===== config.mk =====
export PLATFORM = sky130hd
export DESIGN_NAME = add_float
export DESIGN_NICKNAME = d
export VERILOG_FILES = /design/src/rtl/add_float.sv
export SDC_FILE = /design/constraint.sdc
export NUM_CORES = 1
export LEC_CHECK = 0
export BUFFER_PORTS_ARGS = -buffer_cell sky130_fd_sc_hd__buf_4
export CAP_MARGIN = 20
export CORE_ASPECT_RATIO = 0.8
export CORE_UTILIZATION = 53
export DETAILED_ROUTE_END_ITERATION = 8
export PLACE_DENSITY_LB_ADDON = 0.1
export SLEW_MARGIN = 30
export SYNTH_ARGS = -nofsm -noshare
export SYNTH_HDL_FRONTEND = slang
export SYNTH_SLANG_ARGS = --single-unit

===== constraint.sdc =====
create_clock -name clk -period 8.95 [get_ports clk]
set_input_delay 0.4475 -clock clk [delete_from_list [all_inputs] [get_ports clk]]
set_output_delay 0.4475 -clock clk [all_outputs]
set_load 0.1 [all_outputs]

===== src/rtl/add_float.sv =====
`default_nettype none
// ============================================================================
// Module   : add_float
// Purpose  : Bit-serial IEEE-754 single-precision adder. Operands A then B
//            are shifted in MSB-first on one serial pin after a falling edge
//            of go. They are added by an internal parallel datapath with
//            truncation rounding, and the sum C is shifted out MSB-first.
// Ports    : clk   - rising-edge clock
//            reset - asynchronous active-low reset
//            go    - start request (high-to-low transition sampled in IDLE)
//            inpab - serial operand input, A[31]..A[0] then B[31]..B[0]
//            shift - high while out_c carries a valid result bit
//            out_c - serial result bit, C[31] first
//            over  - result overflowed (held until next start)
//            under - result underflowed (held until next start)
//            done  - one-cycle pulse after the last result bit
// Revision : 1.0 - initial release
// ============================================================================
module add_float #(
  parameter int WIDTH = 32
) (
  input  logic clk,
  input  logic reset,
  input  logic go,
  input  logic inpab,
  output logic shift,
  output logic out_c,
  output logic over,
  output logic under,
  output logic done
);

  typedef enum logic [2:0] {
    S_IDLE   = 3'd0,
    S_LOAD_A = 3'd1,
    S_LOAD_B = 3'd2,
    S_ALIGN  = 3'd3,
    S_ADD    = 3'd4,
    S_NORM   = 3'd5,
    S_OUT    = 3'd6,
    S_DONE   = 3'd7
  } state_t;

  state_t             r_state;
  state_t             w_next;
  logic               r_go_q;
  logic [4:0]         r_cnt;
  logic [WIDTH-1:0]   r_a;
  logic [WIDTH-1:0]   r_b;
  logic [WIDTH-1:0]   r_c;
  logic               r_over;
  logic               r_under;

  // Aligned operand registers (X is the larger magnitude)
  logic               r_sx;
  logic [7:0]         r_ex;
  logic [23:0]        r_mx;
  logic [23:0]        r_my;
  logic               r_sub;
  logic               r_inf;
  logic [24:0]        r_sum;

  logic               w_start;

  // ---------------------------------------------------------------- align
  logic               w_a_zero, w_b_zero, w_a_inf, w_b_inf;
  logic [30:0]        w_a_mag, w_b_mag;
  logic [23:0]        w_a_sig, w_b_sig, w_y_sig, w_y_al;
  logic               w_swap;
  logic [7:0]         w_ex, w_ey, w_diff;

  assign w_a_zero = (r_a[30:23] == 8'h00);
  assign w_b_zero = (r_b[30:23] == 8'h00);
  assign w_a_inf  = (r_a[30:23] == 8'hFF);
  assign w_b_inf  = (r_b[30:23] == 8'hFF);
  // Zero-exponent operands compare and add as exact zero (no denormals).
  assign w_a_mag  = w_a_zero ? 31'd0 : r_a[30:0];
  assign w_b_mag  = w_b_zero ? 31'd0 : r_b[30:0];
  assign w_a_sig  = w_a_zero ? 24'd0 : {1'b1, r_a[22:0]};
  assign w_b_sig  = w_b_zero ? 24'd0 : {1'b1, r_b[22:0]};
  assign w_swap   = (w_b_mag > w_a_mag);
  assign w_ex     = w_swap ? r_b[30:23] : r_a[30:23];
  assign w_ey     = w_swap ? r_a[30:23] : r_b[30:23];
  assign w_y_sig  = w_swap ? w_a_sig : w_b_sig;
  assign w_diff   = w_ex - w_ey;
  assign w_y_al   = (w_diff >= 8'd25) ? 24'd0 : (w_y_sig >> w_diff);

  // ------------------------------------------------------------ normalise
  logic [4:0]         w_lzc;
  logic               w_found;
  logic [22:0]        w_frac;
  logic signed [9:0]  w_exp_n;
  logic [WIDTH-1:0]   w_c;
  logic               w_over, w_under;

  always_comb begin
    w_lzc   = 5'd0;
    w_found = 1'b0;
    for (int i = 23; i >= 0; i--) begin
      if (!w_found && r_sum[i]) begin
        w_lzc   = 5'(23 - i);
        w_found = 1'b1;
      end
    end
  end

  always_comb begin
    w_frac  = 23'd0;
    w_exp_n = 10'sd0;
    w_c     = '0;
    w_over  = 1'b0;
    w_under = 1'b0;
    if (r_sum[24]) begin
      w_frac  = r_sum[23:1];
      w_exp_n = $signed({2'b00, r_ex}) + 10'sd1;
    end else begin
      // Leading one lands at bit 23 and is dropped (hidden bit).
      w_frac  = r_sum[22:0] << w_lzc;
      w_exp_n = $signed({2'b00, r_ex}) - $signed({5'b00000, w_lzc});
    end
    if (r_inf) begin
      w_c    = {r_sx, 8'hFF, 23'd0};
      w_over = 1'b1;
    end else if (r_sum == 25'd0) begin
      w_c     = '0;
      w_under = 1'b1;
    end else if (w_exp_n <= 10'sd0) begin
      w_c     = {r_sx, 31'd0};
      w_under = 1'b1;
    end else if (w_exp_n >= 10'sd255) begin
      w_c    = {r_sx, 8'hFF, 23'd0};
      w_over = 1'b1;
    end else begin
      w_c = {r_sx, w_exp_n[7:0], w_frac};
    end
  end

  // ------------------------------------------------------------------ FSM
  assign w_start = (go == 1'b0) && r_go_q;

  always_comb begin
    w_next = r_state;
    case (r_state)
      S_IDLE:   if (w_start) w_next = S_LOAD_A;
      S_LOAD_A: if (r_cnt == 5'd31) w_next = S_LOAD_B;
      S_LOAD_B: if (r_cnt == 5'd31) w_next = S_ALIGN;
      S_ALIGN:  w_next = S_ADD;
      S_ADD:    w_next = S_NORM;
      S_NORM:   w_next = S_OUT;
      S_OUT:    if (r_cnt == 5'd31) w_next = S_DONE;
      S_DONE:   w_next = S_IDLE;
      default:  w_next = S_IDLE;
    endcase
  end

  always_ff @(posedge clk or negedge reset) begin
    if (!reset) begin
      r_state <= S_IDLE;
      r_go_q  <= 1'b0;
      r_cnt   <= 5'd0;
      r_a     <= '0;
      r_b     <= '0;
      r_c     <= '0;
      r_over  <= 1'b0;
      r_under <= 1'b0;
      r_sx    <= 1'b0;
      r_ex    <= 8'd0;
      r_mx    <= 24'd0;
      r_my    <= 24'd0;
      r_sub   <= 1'b0;
      r_inf   <= 1'b0;
      r_sum   <= 25'd0;
    end else begin
      r_go_q  <= go;
      r_state <= w_next;
      case (r_state)
        S_IDLE: begin
          if (w_start) begin
            r_over  <= 1'b0;
            r_under <= 1'b0;
            r_cnt   <= 5'd0;
          end
        end
        S_LOAD_A: begin
          r_a   <= {r_a[WIDTH-2:0], inpab};
          r_cnt <= r_cnt + 5'd1;
        end
        S_LOAD_B: begin
          r_b   <= {r_b[WIDTH-2:0], inpab};
          r_cnt <= r_cnt + 5'd1;
        end
        S_ALIGN: begin
          r_inf <= w_a_inf | w_b_inf;
          // An infinite operand dictates the result sign (A wins a tie).
          if (w_a_inf)      r_sx <= r_a[31];
          else if (w_b_inf) r_sx <= r_b[31];
          else              r_sx <= w_swap ? r_b[31] : r_a[31];
          r_ex  <= w_ex;
          r_mx  <= w_swap ? w_b_sig : w_a_sig;
          r_my  <= w_y_al;
          r_sub <= r_a[31] ^ r_b[31];
        end
        S_ADD: begin
          r_sum <= r_sub ? ({1'b0, r_mx} - {1'b0, r_my})
                         : ({1'b0, r_mx} + {1'b0, r_my});
        end
        S_NORM: begin
          r_c     <= w_c;
          r_over  <= w_over;
          r_under <= w_under;
        end
        S_OUT: begin
          r_c   <= {r_c[WIDTH-2:0], 1'b0};
          r_cnt <= r_cnt + 5'd1;
        end
        default: ;
      endcase
    end
  end

  assign shift = (r_state == S_OUT);
  assign out_c = shift & r_c[WIDTH-1];
  assign done  = (r_state == S_DONE);
  assign over  = r_over;
  assign under = r_under;

endmodule
`default_nettype wire


==> After elaboration in Yosys (flattened, before gate mapping) <==
Index checks and enable logic that the tools add are counted.
{ "totals": {"register_bits": 191, "input_bits": 4, "out_inout_bits": 5, "word_cells": 186} }
{ "op_classes": {"add_sub_neg": 6, "order_cmp": 4, "eq_ne": 14, "shift": 2, "muxes": 83, "bitwise": 4, "n_reduce_logical": 58} }
{ "ops": {"columns": ["op", "n"], "rows": [
  ["two-way mux 31 bit", 4],
  ["two-way mux 24 bit", 5],
  ["two-way mux 5 bit", 22],
  ["two-way mux 32 bit", 2],
  ["one-hot mux 32 bit (2 select lines)", 1],
  ["two-way mux 1 bit", 35],
  ["> comparator 31 bit", 1],
  ["adder 24 x 24 -> 25 bit", 1],
  ["zero test 25 bit", 1],
  ["two-way mux 25 bit", 1],
  ["subtractor 24 x 24 -> 25 bit", 1],
  ["logical AND 1 bit", 24],
  ["one-hot mux 3 bit (8 select lines)", 1],
  [">> shifter 24 x 8 -> 24 bit", 1],
  ["zero test 1 bit", 23],
  ["two-way mux 23 bit", 1],
  ["<< shifter 23 x 5 -> 23 bit", 1],
  ["== test 8 bit (second input constant)", 2],
  ["zero test 8 bit", 2],
  ["two-way mux 8 bit", 2],
  ["== test 3 bit (second input constant)", 4],
  ["two-way mux 3 bit", 4],
  [">= comparator 10 x 9 -> 1 bit (second input constant)", 1],
  ["less-or-equal comparator 10 x 1 -> 1 bit (second input constant)", 1],
  ["23 further kinds", 30]
]} }

==> Depth between registers and ports, before layout <==
{ "logic_depth": {"ltp_word": 78, "depth_mapped": 26, "mapped_depth_nobuf": 22} }

==> Least setup slack after synthesis <==
No wires, ideal clock.
{ "synth_path": {"path_kind": "register to register", "startpoint": "reg r_a[25]", "endpoint": "reg r_my[4]", "setup_time_ns": 0.137, "t_arrival_ns": 5.996, "required_time_ns": 8.813, "setup_slack_ns": 2.817, "path_stages_with_launch": 25, "path_buffers": 8, "synth_period_minus_slack_ns": 6.133, "path_cell_list": "dfrtp_1 clkbuf_1 nor4_1 nand2_1 clkbuf_1 clkbuf_1 nand2_1 ha_1 nand4_1 nor4_4 a221oi_1 o211ai_1 o21ai_0 clkbuf_1 clkbuf_1 clkbuf_1 a21boi_0 ha_1 inv_1 clkbuf_1 buf_1 mux2i_1 mux4_2 a22oi_1 o21ai_0"} }
{ "synth_via": {"elab_chain_cells": 7, "word_cells_on_any_way": 11, "classes_between": "1 x add/sub; 2 x order compare; 1 x shift; 6 x mux; 1 x reduce/logical"} }
{ "synth_rtl": {"columns": ["item", "line", "source"], "rows": [
  ["start: declaration", "48", "logic [WIDTH-1:0] r_a;"],
  ["start signal: assignment", "185", "r_a <= {r_a[WIDTH-2:0], inpab};"],
  ["zero test 8 bit", "72", "assign w_a_zero = (r_a[30:23] == 8'h00);"],
  ["two-way mux 31 bit", "77", "assign w_a_mag = w_a_zero ? 31'd0 : r_a[30:0];"],
  ["> comparator 31 bit", "81", "assign w_swap = (w_b_mag > w_a_mag);"],
  ["two-way mux 8 bit, on equally long branches", "82, 83", null],
  ["subtractor 8 bit", "85", "assign w_diff = w_ex - w_ey;"],
  [">> shifter 24 x 8 -> 24 bit or >= comparator 8 x 5 -> 1 bit (tied branches)", "86", "assign w_y_al = (w_diff >= 8'd25) ? 24'd0 : (w_y_sig >> w_diff);"],
  ["two-way mux 24 bit *", "86", null],
  ["end signal: assignment", "200", "r_my <= w_y_al;"],
  ["end: declaration", "58", "logic [23:0] r_my;"]
]} }
Every way passes the cells marked *; elsewhere a longest branch is shown, timed or not.
A chain may end at the register's enable or synchronous reset.

==> Worst setup path in the final report <==
{ "layout_path": {"startpoint": "reg r_b[29]", "endpoint": "reg r_my[4]"} }
{ "layout_via": {"elab_chain_cells": 7, "word_cells_on_any_way": 11, "classes_between": "1 x add/sub; 2 x order compare; 1 x shift; 6 x mux; 1 x reduce/logical"} }
{ "layout_rtl": {"columns": ["item", "line", "source"], "rows": [
  ["start: declaration", "49", "logic [WIDTH-1:0] r_b;"],
  ["start signal: assignment", "189", "r_b <= {r_b[WIDTH-2:0], inpab};"],
  ["zero test 8 bit", "73", "assign w_b_zero = (r_b[30:23] == 8'h00);"],
  ["two-way mux 31 bit", "78", "assign w_b_mag = w_b_zero ? 31'd0 : r_b[30:0];"],
  ["> comparator 31 bit", "81", null],
  ["two-way mux 8 bit, on equally long branches", "82, 83", null],
  ["subtractor 8 bit", "85", null],
  [">> shifter 24 x 8 -> 24 bit or >= comparator 8 x 5 -> 1 bit (tied branches)", "86", null],
  ["two-way mux 24 bit *", "86", null]
]} }
Marks and branches as above.

==> results by group <==
Finish
  – Fill cell count: 2,415
  – Multi-input logic area: 0.00906 mm2
  – Fin area: 0.0154 mm2
  – Most frequent cells in the layout: nand2_1, dfrtp_1, nor2_1
  – Sequential cell area: about 0.0048 mm2
  – Most common library cell in the layout ignoring fill and taps: nand2_1
  – Layout area overhead: 7.46%
  – # nets final: 1,776
  – Share of cells above drive strength 1: between 10% and 20%
  – Antenna diode count: 0

CTS
  – Worst skew pair latency: 0.45 ns
  – CTS resizes: 0
  – CTS Sinks: ~190
  – CTS root buf: clkbuf_16
  – Num CTS Buffers: 17
  – TritonCTS clock tree: done
  – Clk pin slew, worst setup/hold paths: 0.08 ns
  – Clock Tree Buf Depth: 2
  – H-Tree Depth: 4

Global routing
  – Vias in the first global route: 11,748
  – Global-route wire length before repair: 67,700 um
  – Grt ovf: 0
  – Total track usage: a little under a third
  – Largest net degree at the start of global routing: 87
  – Initial antenna violation count: 1

Routing
  – Top sig layer: met4
  – DRC viols: 0
  – 1st-iter DRT viols: 1,211
  – Final ANT Viol Nets: 0
  – Via count: around 13,000
  – Metal2 WL: 17,100 um
  – Detail-routed via count per cell: approximately 6.3
  – DRT met1 WL: 21,400 um
  – WL per Instance: just over 20 um
  – Post-Route WL: 42,500 um
  – DR WL met3: 3520 um
  – TritonRoute pass-1 iters: 6

Setup path
  – R2r worst-path depth: 17
  – CP Launch Point: r_b[29]
  – Worst path arrival time: 6.90 ns
  – CP Cell Sequence: nor4_1 > nand2_1 > and2_1 > ha_1 > nand4_1 > nor2_1 > a211oi_1 > o31ai_2 > o211ai_1 > a21boi_0 > ha_1 > inv_1 > mux2i_1 > inv_1 > mux4_2 > a22oi_1 > o21ai_0
  – Stages on worst setup path: 17
  – Crit path buffers/inverters: 2
  – FF-to-FF setup slack: 2.35 ns
  – Setup crit end: r_my[4]
  – WP data required: 9.25 ns
  – Critical Path Slowest Stage Cell: a211oi_1
  – Crit. End Element: register
  – FF-to-FF Start: r_b[29]
  – FF-to-FF End: r_my[4]
  – Cell family with most CP delay: simple AND/OR/NAND/NOR gates
  – Worst setup path class: register to register
  – Crit path max fanout: 27
  – CP Launch Type: register
  – Crit-path max cell delay: approximately 0.73 ns

Yosys
  – Syn_nets: 1,835
  – Syn Area/Cell: 8.15 um2
  – Yosys reg bits: roughly 190
  – Sequential share of the synthesized area: between 30% and 40%
  – Gate Count Post-Synth: 1,762
  – Fraction of registers with async set/reset: 100%
  – Top_reg_cell synth: dfrtp_1
  – Unique masters post-synth: 76
  – Ys Warns: 0
  – EDFF count, synth: 0
  – Cell Area, Synth: 0.0144 mm2

Timing
  – Hold Vio Cnt, Final: 0
  – Max frequency: 152 MHz
  – Slew margin rel.: 35.5%
  – Fin crit period: 6.60 ns
  – Max-slew violations: 0
  – Period utilization: around three quarters
  – Final setup violation count: 0
  – Setup TNS Final: 0 ns
  – Actual slew at the worst max-slew pin: ~0.96 ns
  – Skew final: 0.0110 ns
  – RSZ-0062 raised after global routing: no

Die
  – Row count: 53
  – I/O pins: 9
  – Die H: 149 um
  – Core area: 0.0265 mm2
  – Full die area: 0.0278 mm2
  – Chip Width: 186 um
  – Initial Utilization: 54.3%

Placed design
  – IO buf count: 8
  – GPL Wtd Cong: 0.953
  – Placed Area: 0.0147 mm2
  – HPWL Detailed: between 30,000 and 40,000 um

Hold path
  – Hold Crit Class: input port to register

Status
  – Status: complete, no violations

Flow run
  – Max-Cap Viols: 0
## synth_stat cells (9+ instances only)
cell	instances	share of area (%)
nand2_1	250	6.5
dfrtp_1	191	33
nor2_1	183	4.8
a21oi_1	165	5.7
o21ai_0	161	5.6
clkbuf_1	96	2.5
mux2_2	69	5.4
ha_1	67	5.8
mux2i_1	65	4.5
xnor2_1	43	2.6
nor3_1	42	1.5
inv_1	40	1.0
nand3_1	29	1.0
and2_1	28	1.2
a211oi_1	22	1.1
a31oi_1	20	0.87
xor2_1	19	1.2
o211ai_1	18	0.94
nor4_1	16	0.70
nand4_1	15	0.65
nor2b_1	15	0.65
buf_1	12	0.31
a22o_1	11	0.67
a21o_1	10	0.52
a22oi_1	10	0.52
o21a_1	10	0.52
nand2b_1	9	0.39
## cells by family after synthesis
group                    count (synthesis)  share of synthesized area, %
AND/OR/NAND/NOR                        628                          19.6
multiplexers                           142                          11.2
adder cells (fa/ha/maj)                 69                          6.12
XOR/XNOR                                62                          3.78
AO/OA/AOI/OAI                          511                          21.8
flip-flops                             191                          33.3
buffers and inverters                  159                          4.22
## how the worst min path moves through the flow
stage | end | depth (start not counted) | start
6_report | r_go_q | 1 | go
5_1_grt | r_go_q | 1 | go
4_1_cts | r_go_q | 1 | go
3_5_place_dp | r_a[6] | 1 | reset
3_3_place_gp | r_a[6] | 1 | reset
2_1_floorplan | over | 0 | reset
## layer usage
metal	up-vias	global-route usage [%]
met3	32	8.42
met5	-	0
met4	0	6.68
met2	461	43.2
met1	6308	49.5
li1	6198	-
## worst reg2reg max path: cells and delay by family, from the launching register on
family,cells,cell delay [ns]
AOI/OAI and AO/OA,6,1.74
adders and majority gates,2,0.69
and+or+nand+nor,5,1.75
DFF,1,0.52
buffers and inverters,2,0.82
muxes,2,0.94
## cell type report
cell class / count / area share (%)
Tap cell: 357 / 2.89
Timing Repair Buffer: 37 / 2.25
Sequential cell: 191 / 31.0
Inverter: 44 / 1.07
Multi-Input combinational cell: 1412 / 58.7
Clock buffer: 18 / 2.78
Clock inverter: 14 / 1.34
## state kept, by name, summed over array words and instances, names as in the netlist, 3 cells and up
| register | count |
|---|---|
| r_a | 32 |
| r_b | 32 |
| r_c | 32 |
| r_cnt | 5 |
| r_ex | 8 |
| r_mx | 24 |
| r_my | 24 |
| r_state | 3 |
| r_sum | 25 |
## through the flow
step / util [%] / std cells / hold slack [ns] / setup WS, ns
floorplan: - / 1762 / 0.152 / 2.82
global placement: 55.5 / 2036 / 0.457 / 2.56
detailed placement: 55.6 / 2037 / 0.463 / 2.58
CTS: 58.0 / 2070 / 0.0949 / 2.53
global route: 58.3 / 2073 / 0.0920 / 1.84
finish: 58.3 / 2073 / 0.115 / 2.35
## timing repair
| action | in CTS | in global routing |
|---|---|---|
| endpoints found under the hold margin | 36 | 0 |
| setup buffers | 0 | 0 |
| hold buffers | 1 | 0 |
Power is not shown: default switching activity piles up to over one toggle a cycle in this logic, so the estimate is an artifact.
